===== src/rtl/alu_seq_if.sv =====
// alu_seq_if: request/result bundle for the sequential ALU.
//   start, op, a, c : request side, driven by the requester (master)
//   busy, done      : progress/status, driven by the ALU (slave)
//   out, hi         : result low word / high word (MULU high, DIVU remainder)
//   zero, carry,
//   ovf, dz         : result flags
interface alu_seq_if #(
    parameter int unsigned WIDTH = 32
);
    logic             start;
    logic [2:0]       op;
    logic [WIDTH-1:0] a;
    logic [WIDTH-1:0] c;
    logic             busy;
    logic             done;
    logic [WIDTH-1:0] out;
    logic [WIDTH-1:0] hi;
    logic             zero;
    logic             carry;
    logic             ovf;
    logic             dz;

    modport master (
        output start, op, a, c,
        input  busy, done, out, hi, zero, carry, ovf, dz
    );

    modport slave (
        input  start, op, a, c,
        output busy, done, out, hi, zero, carry, ovf, dz
    );
endinterface


===== src/rtl/alu_seq.sv =====
// alu_seq: multi-cycle ALU with registered results and flags.
// Single-cycle ops (ADD, SUB, AND, OR, XOR, SLT) and DIVU-by-zero finish one clock after the
// accepting edge. MULU (shift-add) and DIVU (restoring) run WIDTH iterations while busy=1.
// Ports:
//   clk : rising-edge clock
//   rst : asynchronous active-high reset, clears state and all outputs
//   bus : alu_seq_if slave modport (start/op/a/c in; busy/done/out/hi/flags out)
module alu_seq #(
    parameter int unsigned WIDTH = 32
) (
    input logic      clk,
    input logic      rst,
    alu_seq_if.slave bus
);
    localparam int unsigned CntW = $clog2(WIDTH);

    localparam logic [2:0] OpAdd  = 3'd0;
    localparam logic [2:0] OpSub  = 3'd1;
    localparam logic [2:0] OpAnd  = 3'd2;
    localparam logic [2:0] OpOr   = 3'd3;
    localparam logic [2:0] OpXor  = 3'd4;
    localparam logic [2:0] OpSlt  = 3'd5;
    localparam logic [2:0] OpMulu = 3'd6;
    localparam logic [2:0] OpDivu = 3'd7;

    typedef enum logic [1:0] {StIdle, StMul, StDiv, StDone} state_e;

    state_e state_q, state_d;

    // Iteration registers. The op in flight is encoded by the state, the multiplier/dividend
    // lives in work_lo and the multiplicand/divisor in c_q.
    logic [WIDTH-1:0] work_hi_q, work_hi_d;
    logic [WIDTH-1:0] work_lo_q, work_lo_d;
    logic [WIDTH-1:0] c_q, c_d;
    logic [CntW-1:0]  cnt_q, cnt_d;

    // Visible results; only written when an op completes.
    logic [WIDTH-1:0] out_q, out_d;
    logic [WIDTH-1:0] hi_q, hi_d;
    logic             zero_q, zero_d;
    logic             carry_q, carry_d;
    logic             ovf_q, ovf_d;
    logic             dz_q, dz_d;

    // Single-cycle datapath on the live inputs (used only at the accepting edge).
    logic [WIDTH:0] add_sum;
    logic [WIDTH:0] sub_diff;
    logic           a_msb;
    logic           c_msb;
    logic           slt;

    assign add_sum  = {1'b0, bus.a} + {1'b0, bus.c};
    assign sub_diff = {1'b0, bus.a} - {1'b0, bus.c};
    assign a_msb    = bus.a[WIDTH-1];
    assign c_msb    = bus.c[WIDTH-1];
    assign slt      = $signed(bus.a) < $signed(bus.c);

    // Shift-add multiply step: add multiplicand into the high half when the current
    // multiplier bit is set, then shift the whole 2*WIDTH product right by one.
    logic [WIDTH:0]   mul_sum;
    logic [WIDTH-1:0] mul_hi_nxt;
    logic [WIDTH-1:0] mul_lo_nxt;

    assign mul_sum    = {1'b0, work_hi_q} + (work_lo_q[0] ? {1'b0, c_q} : {(WIDTH + 1){1'b0}});
    assign mul_hi_nxt = mul_sum[WIDTH:1];
    assign mul_lo_nxt = {mul_sum[0], work_lo_q[WIDTH-1:1]};

    // Restoring divide step: shift the next dividend bit into the partial remainder and
    // subtract the divisor when it fits. The remainder stays below the divisor, so the
    // trial difference always fits in WIDTH bits when it is kept.
    logic [WIDTH:0]   div_shift;
    logic             div_ge;
    logic [WIDTH-1:0] div_trial;
    logic [WIDTH-1:0] div_hi_nxt;
    logic [WIDTH-1:0] div_lo_nxt;

    assign div_shift  = {work_hi_q, work_lo_q[WIDTH-1]};
    assign div_ge     = div_shift >= {1'b0, c_q};
    assign div_trial  = div_shift[WIDTH-1:0] - c_q;
    assign div_hi_nxt = div_ge ? div_trial : div_shift[WIDTH-1:0];
    assign div_lo_nxt = {work_lo_q[WIDTH-2:0], div_ge};

    logic cnt_last;
    assign cnt_last = cnt_q == CntW'(WIDTH - 1);

    // Result staging: finish loads the res_* values into the visible registers.
    logic             finish;
    logic [WIDTH-1:0] res_out;
    logic [WIDTH-1:0] res_hi;
    logic             res_carry;
    logic             res_ovf;
    logic             res_dz;

    always_comb begin
        state_d   = state_q;
        work_hi_d = work_hi_q;
        work_lo_d = work_lo_q;
        c_d       = c_q;
        cnt_d     = cnt_q;
        finish    = 1'b0;
        res_out   = '0;
        res_hi    = '0;
        res_carry = 1'b0;
        res_ovf   = 1'b0;
        res_dz    = 1'b0;

        unique case (state_q)
            StIdle: begin
                if (bus.start) begin
                    c_d       = bus.c;
                    cnt_d     = '0;
                    work_hi_d = '0;
                    work_lo_d = bus.a;
                    finish    = 1'b1;
                    state_d   = StDone;
                    case (bus.op)
                        OpAdd: begin
                            res_out   = add_sum[WIDTH-1:0];
                            res_carry = add_sum[WIDTH];
                            res_ovf   = (a_msb == c_msb) && (add_sum[WIDTH-1] != a_msb);
                        end
                        OpSub: begin
                            res_out   = sub_diff[WIDTH-1:0];
                            res_carry = sub_diff[WIDTH];
                            res_ovf   = (a_msb != c_msb) && (sub_diff[WIDTH-1] != a_msb);
                        end
                        OpAnd: res_out = bus.a & bus.c;
                        OpOr:  res_out = bus.a | bus.c;
                        OpXor: res_out = bus.a ^ bus.c;
                        OpSlt: res_out = {{(WIDTH - 1){1'b0}}, slt};
                        OpMulu: begin
                            finish  = 1'b0;
                            state_d = StMul;
                        end
                        OpDivu: begin
                            if (bus.c == '0) begin
                                res_out = '1;
                                res_hi  = bus.a;
                                res_dz  = 1'b1;
                            end else begin
                                finish  = 1'b0;
                                state_d = StDiv;
                            end
                        end
                    endcase
                end
            end
            StMul: begin
                work_hi_d = mul_hi_nxt;
                work_lo_d = mul_lo_nxt;
                cnt_d     = cnt_q + 1'b1;
                if (cnt_last) begin
                    finish  = 1'b1;
                    res_out = mul_lo_nxt;
                    res_hi  = mul_hi_nxt;
                    state_d = StDone;
                end
            end
            StDiv: begin
                work_hi_d = div_hi_nxt;
                work_lo_d = div_lo_nxt;
                cnt_d     = cnt_q + 1'b1;
                if (cnt_last) begin
                    finish  = 1'b1;
                    res_out = div_lo_nxt;
                    res_hi  = div_hi_nxt;
                    state_d = StDone;
                end
            end
            StDone: begin
                // start is deliberately ignored here; the next op is taken in StIdle.
                state_d = StIdle;
            end
            default: state_d = StIdle;
        endcase
    end

    always_comb begin
        out_d   = out_q;
        hi_d    = hi_q;
        zero_d  = zero_q;
        carry_d = carry_q;
        ovf_d   = ovf_q;
        dz_d    = dz_q;
        if (finish) begin
            out_d   = res_out;
            hi_d    = res_hi;
            zero_d  = res_out == '0;
            carry_d = res_carry;
            ovf_d   = res_ovf;
            dz_d    = res_dz;
        end
    end

    always_ff @(posedge clk or posedge rst) begin
        if (rst) begin
            state_q   <= StIdle;
            work_hi_q <= '0;
            work_lo_q <= '0;
            c_q       <= '0;
            cnt_q     <= '0;
            out_q     <= '0;
            hi_q      <= '0;
            zero_q    <= 1'b0;
            carry_q   <= 1'b0;
            ovf_q     <= 1'b0;
            dz_q      <= 1'b0;
        end else begin
            state_q   <= state_d;
            work_hi_q <= work_hi_d;
            work_lo_q <= work_lo_d;
            c_q       <= c_d;
            cnt_q     <= cnt_d;
            out_q     <= out_d;
            hi_q      <= hi_d;
            zero_q    <= zero_d;
            carry_q   <= carry_d;
            ovf_q     <= ovf_d;
            dz_q      <= dz_d;
        end
    end

    assign bus.busy  = (state_q == StMul) || (state_q == StDiv);
    assign bus.done  = state_q == StDone;
    assign bus.out   = out_q;
    assign bus.hi    = hi_q;
    assign bus.zero  = zero_q;
    assign bus.carry = carry_q;
    assign bus.ovf   = ovf_q;
    assign bus.dz    = dz_q;
endmodule

===== src/flat_wrapper.sv =====
// flat-port wrapper written by rule: the top's interface ports become plain ports
module alu_seq_flat 
#(
    parameter int unsigned WIDTH = 32
)
  (clk, rst, bus_start, bus_op, bus_a, bus_c, bus_busy, bus_done, bus_out, bus_hi, bus_zero, bus_carry, bus_ovf, bus_dz);
  alu_seq_if #(.WIDTH(WIDTH)) bus_i ();
  input logic clk;
  input logic rst;
  input wire logic [$bits(bus_i.start)-1:0] bus_start;
  input wire logic [$bits(bus_i.op)-1:0] bus_op;
  input wire logic [$bits(bus_i.a)-1:0] bus_a;
  input wire logic [$bits(bus_i.c)-1:0] bus_c;
  output wire logic [$bits(bus_i.busy)-1:0] bus_busy;
  output wire logic [$bits(bus_i.done)-1:0] bus_done;
  output wire logic [$bits(bus_i.out)-1:0] bus_out;
  output wire logic [$bits(bus_i.hi)-1:0] bus_hi;
  output wire logic [$bits(bus_i.zero)-1:0] bus_zero;
  output wire logic [$bits(bus_i.carry)-1:0] bus_carry;
  output wire logic [$bits(bus_i.ovf)-1:0] bus_ovf;
  output wire logic [$bits(bus_i.dz)-1:0] bus_dz;
  assign bus_i.start = bus_start;
  assign bus_i.op = bus_op;
  assign bus_i.a = bus_a;
  assign bus_i.c = bus_c;
  assign bus_busy = bus_i.busy;
  assign bus_done = bus_i.done;
  assign bus_out = bus_i.out;
  assign bus_hi = bus_i.hi;
  assign bus_zero = bus_i.zero;
  assign bus_carry = bus_i.carry;
  assign bus_ovf = bus_i.ovf;
  assign bus_dz = bus_i.dz;
  alu_seq #(.WIDTH(WIDTH)) u_core (.clk(clk), .rst(rst), .bus(bus_i));
endmodule

===== config.mk =====
export PLATFORM = sky130hd
export DESIGN_NAME = alu_seq_flat
export DESIGN_NICKNAME = d
export VERILOG_FILES = /design/src/rtl/alu_seq_if.sv /design/src/rtl/alu_seq.sv /design/src/flat_wrapper.sv
export SDC_FILE = /design/constraint.sdc
export NUM_CORES = 1
export LEC_CHECK = 0
export CAP_MARGIN = 20
export CELL_PAD_IN_SITES_DETAIL_PLACEMENT = 0
export CELL_PAD_IN_SITES_GLOBAL_PLACEMENT = 1
export CORE_MARGIN = 4
export CORE_UTILIZATION = 45
export CTS_CLUSTER_DIAMETER = 150
export CTS_CLUSTER_SIZE = 16
export DETAILED_ROUTE_END_ITERATION = 12
export HOLD_SLACK_MARGIN = 0.12
export PLACE_DENSITY_LB_ADDON = 0.12
export SLEW_MARGIN = 10
export SYNTH_ARGS = -nofsm -noshare
export SYNTH_HDL_FRONTEND = slang
export SYNTH_SLANG_ARGS = --single-unit

===== constraint.sdc =====
create_clock -name clk -period 7.67 [get_ports clk]
set_input_delay 1.534 -clock clk [delete_from_list [all_inputs] [get_ports clk]]
set_output_delay 1.534 -clock clk [all_outputs]
set_load 0.005 [all_outputs]

## Word level (Yosys, flattened, before mapping)

Index checks and enable logic that the tools add are counted.

- Bits in registers: 171
- Input bits: 70
- Logic and storage cells: 91

- Equality and inequality tests: 17
- Bitwise operators: 3
- Multiplexer cells: 39
- Reductions and logical operators: 14
- $lt $le $gt $ge: 2
- Add/subtract/negate cells: 5

Operators with widths:

| operator | number |
|---|---|
| $mux W32 | 13 |
| $pmux W32 S3 | 4 |
| $pmux W32 S7 | 1 |
| $logic_not A32 Y1 | 2 |
| $add A32 B32 Y33 | 1 |
| $add A32 B33 Y33 | 1 |
| $ge A33 B32 Y1 | 1 |
| $sub A32 B32 Y33 | 1 |
| $and A32 B32 Y32 | 1 |
| $lt A32 B32 Y1 | 1 |
| $or A32 B32 Y32 | 1 |
| $sub A32 B32 Y32 | 1 |
| $xor A32 B32 Y32 | 1 |
| $eq A3 B3 Y1 const B | 4 |
| $mux W1 | 11 |
| $pmux W5 S2 | 1 |
| $pmux W1 S2 | 4 |
| $reduce_and A2 Y1 | 4 |
| $eq A3 B2 Y1 const B | 2 |
| $pmux W2 S3 | 1 |
| $add A5 B1 Y5 const B | 1 |
| $eq A5 B5 Y1 const B | 1 |
| $mux W5 | 1 |
| $eq A2 B2 Y1 const B | 2 |
| 15 further kinds | 19 |

## Logic depth before layout (Yosys ltp)

- Word-level depth: 6
- Gate-level depth with buffers: 16

## Worst setup path before layout

Ideal clock, no wire load.

- Path type: input to register
- Start: input bus_a[0]
- End: register u_core.zero_q, in the netlist u_core.bus.zero
- Cell stages on the path: 14
- Arrival time: 4.714 ns
- Setup slack: 2.852 ns
- Path through: inv_1 > ha_1 > fa_1 > or2_1 > a211oi_2 > o21a_2 > a221oi_2 > o41ai_2 > mux2i_1 > a211o_1 > a2111oi_0 > nand4_1 > or4_1 > o41ai_2

- Word-level cells in the longest chain between the ends: 5

Ends and longest elaborated chain:

| what | line | RTL |
|---|---|---|
| from (decl) | flat_wrapper.sv:12 | `input wire logic [$bits(bus_i.a)-1:0] bus_a;` |
| $sub A32 B32 Y33, or another cell as far along | alu_seq.sv:53 | `assign sub_diff = {1'b0, bus.a} - {1'b0, bus.c};` |
| $pmux W32 S7 (*) | alu_seq.sv:116 | `case (bus.op)` |
| $mux W32 (*) | alu_seq.sv:109 | `if (bus.start) begin` |
| $pmux W32 S3 (*) | alu_seq.sv:107 | `unique case (state_q)` |
| $logic_not A32 Y1 (*) | alu_seq.sv:188 | `zero_d = res_out == '0;` |
| to (signal assigned) | alu_seq.sv:216 | `zero_q <= zero_d;` |
| to (decl) | alu_seq.sv:40 | `logic zero_q, zero_d;` |

Every way passes the cells marked *; elsewhere a longest branch is shown, timed or not.
A chain may end at the register's enable or synchronous reset.

## Worst setup path in the final report

- Start: input bus_a[6]
- End: register u_core.zero_q, in the netlist u_core.bus.zero

Same word-level chain as after synthesis.

==> flow_metrics.tcl <==
set metrics [dict create \
    worstPathArrival_ps 6280 \
    syn-cell-area_um2 17500 \
    die_h_um 205 \
    start_util_pct 45.5 \
    synthCells 2251 \
    finClkSkew_ps 17.4 \
    crit_path_max_incr_delay_ps 710 \
    ios 140 \
    fin_hold_ws_ps 484 \
    nets 2565 \
    start_kind "primary input" \
    synthTopCellsByArea "dfrtp_1 24%, ha_1 13%, nand2_1 6.4%" \
    ys_ff_latch 171 \
    leakage_nw 9.12 \
    max_freq_ghz 0.169 \
    first_pass_iters 6 \
    clkLatencyLatePin_ps 470 \
    design.core.area_um2 38600 \
    worstPathMaxFanout 12 \
    setup_viol 0 \
    fin_crit_sh_pct 77.1 \
    synthTopCellsByCount "298 x nand2_1, 186 x o21ai_0, 182 x ha_1" \
    utilization_pct 51.8 \
    synth_cell_types 88 \
    cts_made_buffers 17 \
    slowest_stage "clkdlybuf4s50_1" \
    place_congestion 0.982 \
    die_area_um2 42200 \
    clockBufferDepth 2 \
    cts_sinks 171 \
    synth-async-reset-ratio_pct 100 \
    cp-end-kind "register" \
    cp.required_ps 8040 \
    clk_pin_slew_ps 80 \
    vias_per_cell 6.28 \
    syn_avg_cell_area_um2 7.79 \
    route.detailed.drc 0 \
    area_growth_pct 13.8 \
    layout-drive-gt1-share_pct 4.74 \
    cts_root_buf "clkbuf_16" \
    cap_violations 0 \
    port_buffers 139 \
    cp_cell_sequence "clkdlybuf4s50_1 > inv_1 > ha_1 > a21oi_1 > nand2b_1 > o21ai_1 > o21a_1 > o211a_1 > nor3_1 > a311o_1 > a222oi_1 > nand4b_1 > or4_1 > o41ai_2" \
    nFillCells 3862 \
    grt_usage_pct 32.6 \
    rsz0062_at_grt "no" \
    synth_flop_cell "dfrtp_1" \
    min_path_type "reg2reg" \
    status "completed" \
    post_drt_wl_per_cell_um 24.6 \
    synth_top_area_share_pct 24.4 \
    period_minus_slack_ps 5910 \
    max_slew_margin_pct 20.5 \
    slew_viol_final 0 \
    first_iter_violations 1897 \
    fin_ws_ps 1760 \
    tns_ps 0 \
    yosysTopAreaCell "dfrtp_1" \
    postCtsSetupRepairBufs 0 \
    final_hold_viol_count 0 \
    grt_max_degree 82 \
    hpwl_um 53900 \
    cts_resized 0 \
    multi_input_area_um2 12200 \
    fp.dieW_um 205 \
    grt_first_pass_wirelength_um 105000 \
    power_density_nw_per_um2 321 \
    wl_um 69800 \
    tritoncts "done" \
    synth-edff-count 0 \
    post-place-ws_ps 1330 \
    ant_nets 0 \
    grt_antenna_before_repair 4 \
    path_class "in2reg" \
    cts_hold_buf 0 \
    tightest_slew_ps 1180 \
    h-tree-depth 4 \
    seqCellArea_um2 4280 \
    dp.cells 2808 \
    grt_pass1_vias 16800 \
    fin_cells 2841 \
    syn_nets 2507 \
    ys_seq_area_share_pct 24.4 \
    overflow 0 \
    rows 72 \
    synth_most_common_cell "nand2_1" \
    vdd_drop_max_uv 191 \
    yosys_warnings 0 \
    vias 17800 \
]
-- flip-flops by register name, indices dropped and copies added, names as in the netlist, 2 cells and up --
register,count
u_core.c_q,32
u_core.state_q,2
u_core.work_hi_q,32
u_core.work_lo_q,32
u_core.bus.out,32
u_core.cnt_q,5
u_core.bus.hi,32
-- kinds of logic after synthesis --
kind of cell / count (synthesis) / share of synthesized area, %
simple gates: 693 / 18.5
buf+inv: 285 / 6.23
fa+ha+maj: 186 / 13.4
xor+xnor: 65 / 3.25
mux: 70 / 4.07
flops: 171 / 24.4
compound gates: 781 / 30.1
-- placed cells by master, fill, tap and decap left out, types with 23 or more instances in the layout --
cell,count
a22o_1,50
clkdlybuf4s50_1,138
nor3_1,42
nor2_1,127
ha_1,179
xnor2_1,44
o221ai_1,24
a31oi_1,25
nand2_1,296
inv_1,151
nand3_1,36
buf_4,28
mux2i_1,59
a21oi_1,159
a21o_1,43
nor4_1,23
and2_1,41
o211ai_1,26
nand4_1,23
a22oi_1,59
dfrtp_1,171
a211oi_1,24
o21ai_0,186
-- final timing paths --
path	startpoint	to	slack (ps)	cells after the start
worst min register to register	u_core.bus.out[6]	u_core.bus.out[6]	480	2
worst min-delay path	u_core.bus.out[6]	u_core.bus.out[6]	480	2
max in group asynchronous	rst	u_core.c_q[0]	4640	3
worst max-delay path	bus_a[6]	u_core.bus.zero	1760	14
min in group asynchronous	rst	u_core.c_q[6]	1560	2
worst max register to register	u_core.c_q[7]	u_core.bus.zero	3190	14
-- final cells by class --
class	instances	area share (%)
Clock inverter	14	0.884
Inverter	155	2.94
Antenna cell	1	0.0125
Tap cell	518	3.25
Clock buffer	18	2.20
Timing Repair Buffer	169	8.08
Multi-Input combinational cell	1795	61.2
Sequential cell	171	21.4
-- routing by layer --
| layer | global-route usage, % | up-vias | wire length [um] |
|---|---|---|---|
| met4 | 8.61 | 2 | 1720 |
| li1 | - | 8306 | - |
| met3 | 5.19 | 91 | 5660 |
| met1 | 48.7 | 8614 | 32300 |
| met5 | 0 | - | 13 |
| met2 | 48.9 | 825 | 30200 |
-- where the power goes --
| part | leakage (nW) | total [mW] | switching [mW] | internal (mW) |
|---|---|---|---|---|
| Sequential | 2.26 | 1.55 | 0.335 | 1.21 |
| Clock | 0.293 | 0.944 | 0.468 | 0.476 |
| Combinational | 6.56 | 3.92 | 2.39 | 1.52 |
-- critical path: cells and delay by family --
family          cells  cell delay [ps]
fa+ha+maj           1              480
buf+inv             2              790
simple gates        4              840
compound gates      7             2610
-- metrics by stage --
stage,area [um2],power (mW)
after global routing,20000,6.85
after detailed placement,19300,5.39
after floorplan,17500,4.13
after CTS,20000,6.36
after global placement,19300,5.36
final,20000,6.41
Power figures use the tool's default switching activity.
